==> config.mk <==
export PLATFORM = sky130hd
export DESIGN_NAME = rst_seq_flat
export DESIGN_NICKNAME = d
export VERILOG_FILES = /design/src/rtl/rst_seq_if.sv /design/src/rtl/rst_seq.sv /design/src/flat_wrapper.sv
export SDC_FILE = /design/constraint.sdc
export NUM_CORES = 1
export LEC_CHECK = 0
export ABC_AREA = 1
export BUFFER_PORTS_ARGS = -buffer_cell sky130_fd_sc_hd__buf_2
export CORE_MARGIN = 4
export CORE_UTILIZATION = 45
export CTS_CLUSTER_DIAMETER = 150
export DETAILED_ROUTE_END_ITERATION = 8
export PLACE_DENSITY = 0.72
export SYNTH_ARGS = -nofsm -noshare
export SYNTH_HDL_FRONTEND = slang
export SYNTH_SLANG_ARGS = --single-unit
export TNS_END_PERCENT = 1
==> constraint.sdc <==
create_clock -name clk -period 3.9 [get_ports clk]
set_input_delay 0 -clock clk [delete_from_list [all_inputs] [get_ports clk]]
set_output_delay 0 -clock clk [all_outputs]
set_load 0.05 [all_outputs]
==> src/rtl/rst_seq_if.sv <==
`default_nettype none
// ============================================================================
// Module   : rst_seq_if
// Brief    : Request/enable/hold inputs and domain-reset/cause outputs of rst_seq.
// Revision : 1.0 - initial release
// ============================================================================
interface rst_seq_if #(
  parameter int SRC_NUM = 4,
  parameter int DOM_NUM = 3,
  parameter int CNT_W   = 4
);
  logic [SRC_NUM-1:0] src_rst_req;
  logic [SRC_NUM-1:0] src_en;
  logic [CNT_W-1:0]   hold_cycles;
  logic               cause_clr;
  logic [DOM_NUM-1:0] dom_rst_n;
  logic               rst_busy;
  logic [SRC_NUM-1:0] cause;

  modport master (
    output src_rst_req, src_en, hold_cycles, cause_clr,
    input  dom_rst_n, rst_busy, cause
  );

  modport slave (
    input  src_rst_req, src_en, hold_cycles, cause_clr,
    output dom_rst_n, rst_busy, cause
  );
endinterface
`default_nettype wire

==> src/rtl/rst_seq.sv <==
`default_nettype none
// ============================================================================
// Module   : rst_seq
// Brief    : Merges maskable reset requests, holds all domains, then releases
//            them in order with a fixed stagger; keeps a sticky cause record.
// Revision : 1.0 - initial release
// ============================================================================
module rst_seq #(
  parameter int                 SRC_NUM     = 4,
  parameter int                 DOM_NUM     = 3,
  parameter int                 CNT_W       = 4,
  parameter int                 STAGGER     = 2,
  parameter int                 SYNC_STAGES = 2,
  parameter logic [SRC_NUM-1:0] ASYNC_MASK  = SRC_NUM'(1)
) (
  input  wire logic  clk,
  input  wire logic  rst,
  rst_seq_if.slave   bus
);

  localparam int                 IDX_W       = $clog2(DOM_NUM + 1);
  localparam logic [CNT_W-1:0]   c_stag_last = CNT_W'(STAGGER - 1);
  localparam logic [IDX_W-1:0]   c_idx_last  = IDX_W'(DOM_NUM - 1);

  typedef enum logic [1:0] {
    ST_HOLD = 2'd0,
    ST_REL  = 2'd1,
    ST_RUN  = 2'd2
  } state_t;

  state_t             state_q, state_d;
  logic [CNT_W-1:0]   cnt_q, cnt_d;
  logic [IDX_W-1:0]   idx_q, idx_d;
  logic [DOM_NUM-1:0] dom_q, dom_d;
  logic               busy_q, busy_d;
  logic [SRC_NUM-1:0] cause_q, cause_d;

  logic [SRC_NUM-1:0] req_s;
  logic [SRC_NUM-1:0] req_seen;
  logic               req_eff;

  genvar gi;
  generate
    for (gi = 0; gi < SRC_NUM; gi++) begin : g_src
      if (ASYNC_MASK[gi]) begin : g_async
        logic [SYNC_STAGES-1:0] sync_q, sync_d;

        always_comb sync_d = {sync_q[SYNC_STAGES-2:0], bus.src_rst_req[gi]};

        always_ff @(posedge clk) begin
          if (rst) sync_q <= '0;
          else     sync_q <= sync_d;
        end

        assign req_s[gi] = sync_q[SYNC_STAGES-1];
      end else begin : g_direct
        assign req_s[gi] = bus.src_rst_req[gi];
      end
    end
  endgenerate

  assign req_seen = req_s & bus.src_en;
  assign req_eff  = |req_seen;

  // A fresh set beats a same-cycle clear for that bit.
  always_comb cause_d = (bus.cause_clr ? '0 : cause_q) | req_seen;

  always_comb begin
    state_d = state_q;
    cnt_d   = cnt_q;
    idx_d   = idx_q;
    dom_d   = dom_q;
    busy_d  = busy_q;
    if (req_eff) begin
      state_d = ST_HOLD;
      cnt_d   = '0;
      idx_d   = '0;
      dom_d   = '0;
      busy_d  = 1'b1;
    end else begin
      case (state_q)
        ST_HOLD: begin
          // >= so that shrinking hold_cycles mid-hold releases immediately
          if (cnt_q >= bus.hold_cycles) begin
            dom_d[0] = 1'b1;
            cnt_d    = '0;
            if (DOM_NUM == 1) begin
              state_d = ST_RUN;
              busy_d  = 1'b0;
            end else begin
              state_d = ST_REL;
              idx_d   = IDX_W'(1);
            end
          end else begin
            cnt_d = cnt_q + CNT_W'(1);
          end
        end
        ST_REL: begin
          if (cnt_q == c_stag_last) begin
            for (int k = 0; k < DOM_NUM; k++) begin
              if (IDX_W'(k) == idx_q) dom_d[k] = 1'b1;
            end
            cnt_d = '0;
            idx_d = idx_q + IDX_W'(1);
            if (idx_q == c_idx_last) begin
              state_d = ST_RUN;
              busy_d  = 1'b0;
            end
          end else begin
            cnt_d = cnt_q + CNT_W'(1);
          end
        end
        ST_RUN: begin
          dom_d  = '1;
          busy_d = 1'b0;
        end
        default: begin
          state_d = ST_HOLD;
          cnt_d   = '0;
          idx_d   = '0;
          dom_d   = '0;
          busy_d  = 1'b1;
        end
      endcase
    end
  end

  always_ff @(posedge clk) begin
    if (rst) begin
      state_q <= ST_HOLD;
      cnt_q   <= '0;
      idx_q   <= '0;
      dom_q   <= '0;
      busy_q  <= 1'b1;
      cause_q <= '0;
    end else begin
      state_q <= state_d;
      cnt_q   <= cnt_d;
      idx_q   <= idx_d;
      dom_q   <= dom_d;
      busy_q  <= busy_d;
      cause_q <= cause_d;
    end
  end

  assign bus.dom_rst_n = dom_q;
  assign bus.rst_busy  = busy_q;
  assign bus.cause     = cause_q;

endmodule
`default_nettype wire
==> src/flat_wrapper.sv <==
// flat-port wrapper written by rule: the top's interface ports become plain ports
module rst_seq_flat 
#(
  parameter int                 SRC_NUM     = 4,
  parameter int                 DOM_NUM     = 3,
  parameter int                 CNT_W       = 4,
  parameter int                 STAGGER     = 2,
  parameter int                 SYNC_STAGES = 2,
  parameter logic [SRC_NUM-1:0] ASYNC_MASK  = SRC_NUM'(1)
)
  (clk, rst, bus_src_rst_req, bus_src_en, bus_hold_cycles, bus_cause_clr, bus_dom_rst_n, bus_rst_busy, bus_cause);
  rst_seq_if #(.SRC_NUM(SRC_NUM), .DOM_NUM(DOM_NUM), .CNT_W(CNT_W)) bus_i ();
  input  wire logic clk;
  input  wire logic rst;
  input wire logic [$bits(bus_i.src_rst_req)-1:0] bus_src_rst_req;
  input wire logic [$bits(bus_i.src_en)-1:0] bus_src_en;
  input wire logic [$bits(bus_i.hold_cycles)-1:0] bus_hold_cycles;
  input wire logic [$bits(bus_i.cause_clr)-1:0] bus_cause_clr;
  output wire logic [$bits(bus_i.dom_rst_n)-1:0] bus_dom_rst_n;
  output wire logic [$bits(bus_i.rst_busy)-1:0] bus_rst_busy;
  output wire logic [$bits(bus_i.cause)-1:0] bus_cause;
  assign bus_i.src_rst_req = bus_src_rst_req;
  assign bus_i.src_en = bus_src_en;
  assign bus_i.hold_cycles = bus_hold_cycles;
  assign bus_i.cause_clr = bus_cause_clr;
  assign bus_dom_rst_n = bus_i.dom_rst_n;
  assign bus_rst_busy = bus_i.rst_busy;
  assign bus_cause = bus_i.cause;
  rst_seq #(.SRC_NUM(SRC_NUM), .DOM_NUM(DOM_NUM), .CNT_W(CNT_W), .STAGGER(STAGGER), .SYNC_STAGES(SYNC_STAGES), .ASYNC_MASK(ASYNC_MASK)) u_core (.clk(clk), .rst(rst), .bus(bus_i));
endmodule
* Word-level counts from Yosys, hierarchy flattened *
Index checks and enable logic that the tools add are counted.

storage, ports and cells
  register bits = 18
  input port bits = 15
  word-level logic and storage cells = 57

operators by class
  add/sub/neg operators = 2
  magnitude comparators = 1
  equal/unequal tests = 12
  multiplexer cells = 20
  bitwise operators = 4
  reductions and logical operators = 9

operators by type and width
  operator                                        number
  one-hot mux 2 bit (3 select lines)              3
  AND reduction 3 bit                             5
  two-way mux 4 bit                               3
  != test 2 x 1 -> 1 bit (second input constant)  6
  one-hot mux 4 bit (3 select lines)              1
  two-way mux 2 bit                               4
  two-way mux 1 bit                               6
  one-hot mux 1 bit (3 select lines)              2
  OR reduction 5 bit                              1
  adder 4 x 1 -> 4 bit (second input constant)    1
  AND 4 bit                                       1
  == test 2 bit (second input constant)           2
  == test 4 x 1 -> 1 bit (second input constant)  1
  >= comparator 4 bit                             1
  logical NOT 2 bit                               2
  bitwise OR 4 bit                                1
  AND reduction 4 bit                             1
  two-way mux 3 bit                               1
  adder 2 x 1 -> 2 bit (second input constant)    1
  == test 1 x 2 -> 1 bit (first input constant)   1
  == test 2 x 1 -> 1 bit (second input constant)  1
  == test 2 bit (first input constant)            1
  NOT 1 bit                                       2

* Longest topological paths before layout *
  word-level depth = 4
  depth in mapped cells = 12
  depth with buffers taken out = 12

* Least setup slack after synthesis *
OpenSTA, ideal clock, no wires.

  path type = register to register
  from = register u_core.cnt_q[0]
  to = register u_core.state_q[1]
  arrival = 1252 ps
  setup slack = 2535 ps
  cell stages (with the launch flop) = 13
  path buffers = 0
  cell sequence = dfxtp_1 > inv_1 > ha_1 > inv_1 > nand2_1 > nand2_1 > nand2_1 > nand2_1 > nand2_2 > nand3_1 > nand2_1 > nand2_1 > nor2_1

on the way
  word-level cells in the longest chain between the ends = 3
  elaborated cells between the ends (all ways) = 5
  those cells by class = order compare: 1; eq/ne: 3; reduce/logical: 1

RTL lines
  what                                                                  line                          RTL
  start: declaration                                                    rst_seq.sv:32                 logic [CNT_W-1:0] cnt_q, cnt_d;
  start signal: assignment                                              rst_seq.sv:138                cnt_q <= cnt_d;
  >= comparator 4 bit / == test 4 x 1 -> 1 bit (equally long branches)  rst_seq.sv:84, rst_seq.sv:99
  != test 2 x 1 -> 1 bit (no source line)                               --
  AND reduction 4 bit (no source line) (*)                              --
  end signal: assignment                                                rst_seq.sv:137                state_q <= state_d;
  end: declaration                                                      rst_seq.sv:31                 state_t state_q, state_d;

Every way passes the cells marked *; elsewhere a longest branch is shown, timed or not.
A chain may end at the register's enable or synchronous reset.

* Worst setup path in the final report *
Ends and elaborated chain as after synthesis.

==> flow_summary_export.csv <==
group,metric,value,unit
route,m1WireLength,1074,microns
cells_and_area,drive_gt1_share,22.03,%
timing,period_share,39.88,%
route,drc,0,
synthesis,synthTopCellsByCount,"nand2_1, inv_1, dfxtp_1, nor2_1, ha_1",
timing,setup_viol,0,
synthesis,synth_area_leaders,"dfxtp_1, ha_1, nand2_1, inv_1, a21oi_1",
synthesis,seq_area_frac_synth,35.42,%
critical_path,worstReg2RegEnd,"u_core.state_q[1]",
hold_path,holdPathEnd,"u_core.idx_q[0]",
placement,placed_cell_area,0.001161,sq mm
timing,finalHoldViolCount,0,
grt,grt_max_degree,11,
clocking,cts.htree.levels,1,
timing,max_freq,0.6429,GHz
placement,port_buffers,22,
timing,period_needed,1.555,ns
route,vias,999,
timing,rsz0062_at_grt,"false",
timing,worst_slew_pin_slew,0.4858,ns
power,p_leak,0.6445,nW
route,avgViaCountPerCell,4.897,
critical_path,timing.rr.start,"u_core.cnt_q[0]",
synthesis,synth_edf_count,0,
critical_path,crit_slowest_cell,"dfxtp_1",
timing,skew,0.01504,ns
clocking,post_cts_resized,0,
critical_path,critPathMostFrequentCell,"nand2_1",
route,routed_wl,2380,microns
synthesis,synth_top_area_cell,"dfxtp_1",
clocking,cts_tree,"built",
floorplanning,coreArea,0.002062,sq mm
synthesis,post_synth_num_cell_types,19,
cells_and_area,nFillCells,191,
grt,grt_pass1_wl,3891,microns
critical_path,worst_setup_path_end_kind,"flip-flop",
grt,grt_overflow,0,
clocking,max-clock-path-buffers,2,
synthesis,synthArstFlopShare,0,%
run_status,status,"complete, no violations",
grt,gr-usage-all-layers,15.27,%
synthesis,postSynthAreaPerCell,7.214,sq um
floorplanning,dieHeight,55.55,microns
hold_path,min-delay-start,"bus_src_en[1]",
power,powerDensity,312.0,mW/mm^2
timing,relSlewSlack,67.27,%
synthesis,synthCells,141,
power,max-vdd-ir-drop,0.2709,mV
route,ant_nets,0,
critical_path,slowest_delay,0.44,ns
floorplanning,design.die.area,0.003085,sq mm
clocking,clkLatencyLatePin,0.31,ns
critical_path,r2r_slack,2.34,ns
timing,maxSlewViolCount,0,
critical_path,worstRegToRegCells,12,
route,avgRoutedWirePerCell,11.67,microns
floorplanning,initial_core_util,49.33,%
synthesis,netlist_area,0.001017,sq mm
placement,dpl.hpwl,1637,microns
synthesis,synth-seq-cells,18,
flow_run,drv_cap,0,
route,topRoutingLayerUsed,"met4",
hold_path,hold_path.class,"in2reg",
route,wl_met3,87,microns
grt,grt_antenna_before_repair,0,
critical_path,crit_arrival,1.81,ns
critical_path,path_max_fanout,6,
grt,grt_pass1_vias,939,
floorplanning,rows,16,
synthesis,synth.net_count,169,
critical_path,critical_path_class,"reg2reg",
clocking,cts_root_buf,"clkbuf_4",
floorplanning,ios,23,
hold_path,hold_depth,4,
synthesis,yosysWarnings,0,
route,drtIter0Drc,28,
placement,gp_congestion,0.8213,
synthesis,yosysMostFrequentCell,"nand2_1",
floorplanning,die_w,55.55,microns
critical_path,crit_chain,"inv_1 -> ha_1 -> inv_1 -> nand2_1 -> nand2_1 -> nand2_1 -> nand2_1 -> nand2_2 -> nand3_1 -> nand2_1 -> nand2_1 -> nor2_1",
cells_and_area,diodes,0,
clocking,clock-sinks,18,
critical_path,crit_required,4.15,ns
route,dr.pass1.iters,4,
timing,finalSetupTns,0,ns
route,wl_met2,1205,microns
synthesis,yosys.area.top_type_share,35.42,%
clocking,path_clk_slew,0.12,ns
synthesis,ys.flop_type,"dfxtp_1",
clocking,numCtsBuffers,3,
cells_and_area,fin_nets,206,
cells_and_area,fin_area,0.001297,sq mm
critical_path,worstSetupStartpointType,"flip-flop",
cells_and_area,area_growth,27.55,%
## kinds of logic (layout without fill, tap and decap cells)
logic type | after synthesis | in the layout | share of synthesized area [%]
and+or+nand+nor | 66 | 66 | 28.04
DFF | 18 | 18 | 35.42
xor gates and xnor gates | 2 | 2 | 1.722
buffers and inverters | 25 | 61 | 9.348
AOI/OAI and AO/OA | 17 | 17 | 9.471
adders and majority gates | 13 | 13 | 15.99
## registers in the layout, summed over array words and instances, names as in the netlist
signal / cells
u_core.cnt_q: 4
u_core.bus.dom_rst_n: 3
u_core.state_q: 2
u_core.g_src.g_async.sync_q: 2
u_core.bus.cause: 4
u_core.bus.rst_busy: 1
u_core.idx_q: 2
## cells in the final DEF, fill, tap and decap left out, drive strengths merged
cell type and n:
clkinv 1, inv 24, nand3 9, xor2 2, nand4 1, dlygate4sd3 10
buf 22, nor2 15, a21oi 15, o21ai 2, nand2 39, clkbuf 4
ha 13, or2 1, nor3b 1, dfxtp 18
## per-layer routing
layer	track usage, %	vias to the layer above
li1	-	510
met1	18.28	474
met2	26.35	13
met3	3.497	2
met4	5.556	0
met5	0	-
## worst max-delay path: cells and delay by family (launching register included)
family | cells | cell delay, ns
flops | 1 | 0.44
simple gates | 9 | 0.69
fa+ha+maj | 1 | 0.27
buf+inv | 2 | 0.10
## final cells by class
type	count	area [sq um]	share of cell area, %
Sequential cell	18	360.3	27.77
Timing Repair Buffer	32	210.2	16.20
Multi-Input combinational cell	98	561.8	43.30
Inverter	25	95.09	7.329
Tap cell	27	33.78	2.604
Clock buffer	4	36.28	2.797
## per-stage QoR
| step | hold slack (ns) | util (%) | cells | worst slack, ns | power (mW) |
|---|---|---|---|---|---|
| 6_report | 0.08939 | 62.92 | 204 | 2.345 | 0.4049 |
| 3_5_place_dp | 0.2149 | 56.31 | 190 | 2.317 | 0.2795 |
| 3_3_place_gp | 0.2044 | 56.31 | 190 | 2.366 | 0.2764 |
| 4_1_cts | 0.0005295 | 61.47 | 201 | 2.311 | 0.3989 |
| 2_1_floorplan | 0.06907 | - | 141 | 2.535 | 0.2562 |
| 5_1_grt | 0.1118 | 62.92 | 204 | 2.121 | 0.4270 |
## worst max-delay path by stage
stage                          from                end  slack [ns]  depth (start not counted)
floorplan           u_core.cnt_q[0]  u_core.state_q[1]        2.53                         12
global placement    u_core.cnt_q[0]  u_core.state_q[1]        2.37                         11
detailed placement  u_core.cnt_q[0]  u_core.state_q[1]        2.32                         12
CTS                 u_core.cnt_q[0]  u_core.state_q[1]        2.31                         12
global route        u_core.cnt_q[0]  u_core.state_q[1]        2.12                         12
finish              u_core.cnt_q[0]  u_core.state_q[1]        2.34                         12
## power by group
| group | internal, mW | switching, mW |
|---|---|---|
| logic | 0.0340 | 0.0549 |
| registers | 0.191 | 0.00533 |
| clock network | 0.0570 | 0.0630 |
## timing repair
action | 4_1_cts | 5_1_grt
hold buffers | 7 | 3
buffers inserted | 0 | 0
hold endpoints to repair | 6 | 2
Power figures use the tool's default switching activity.
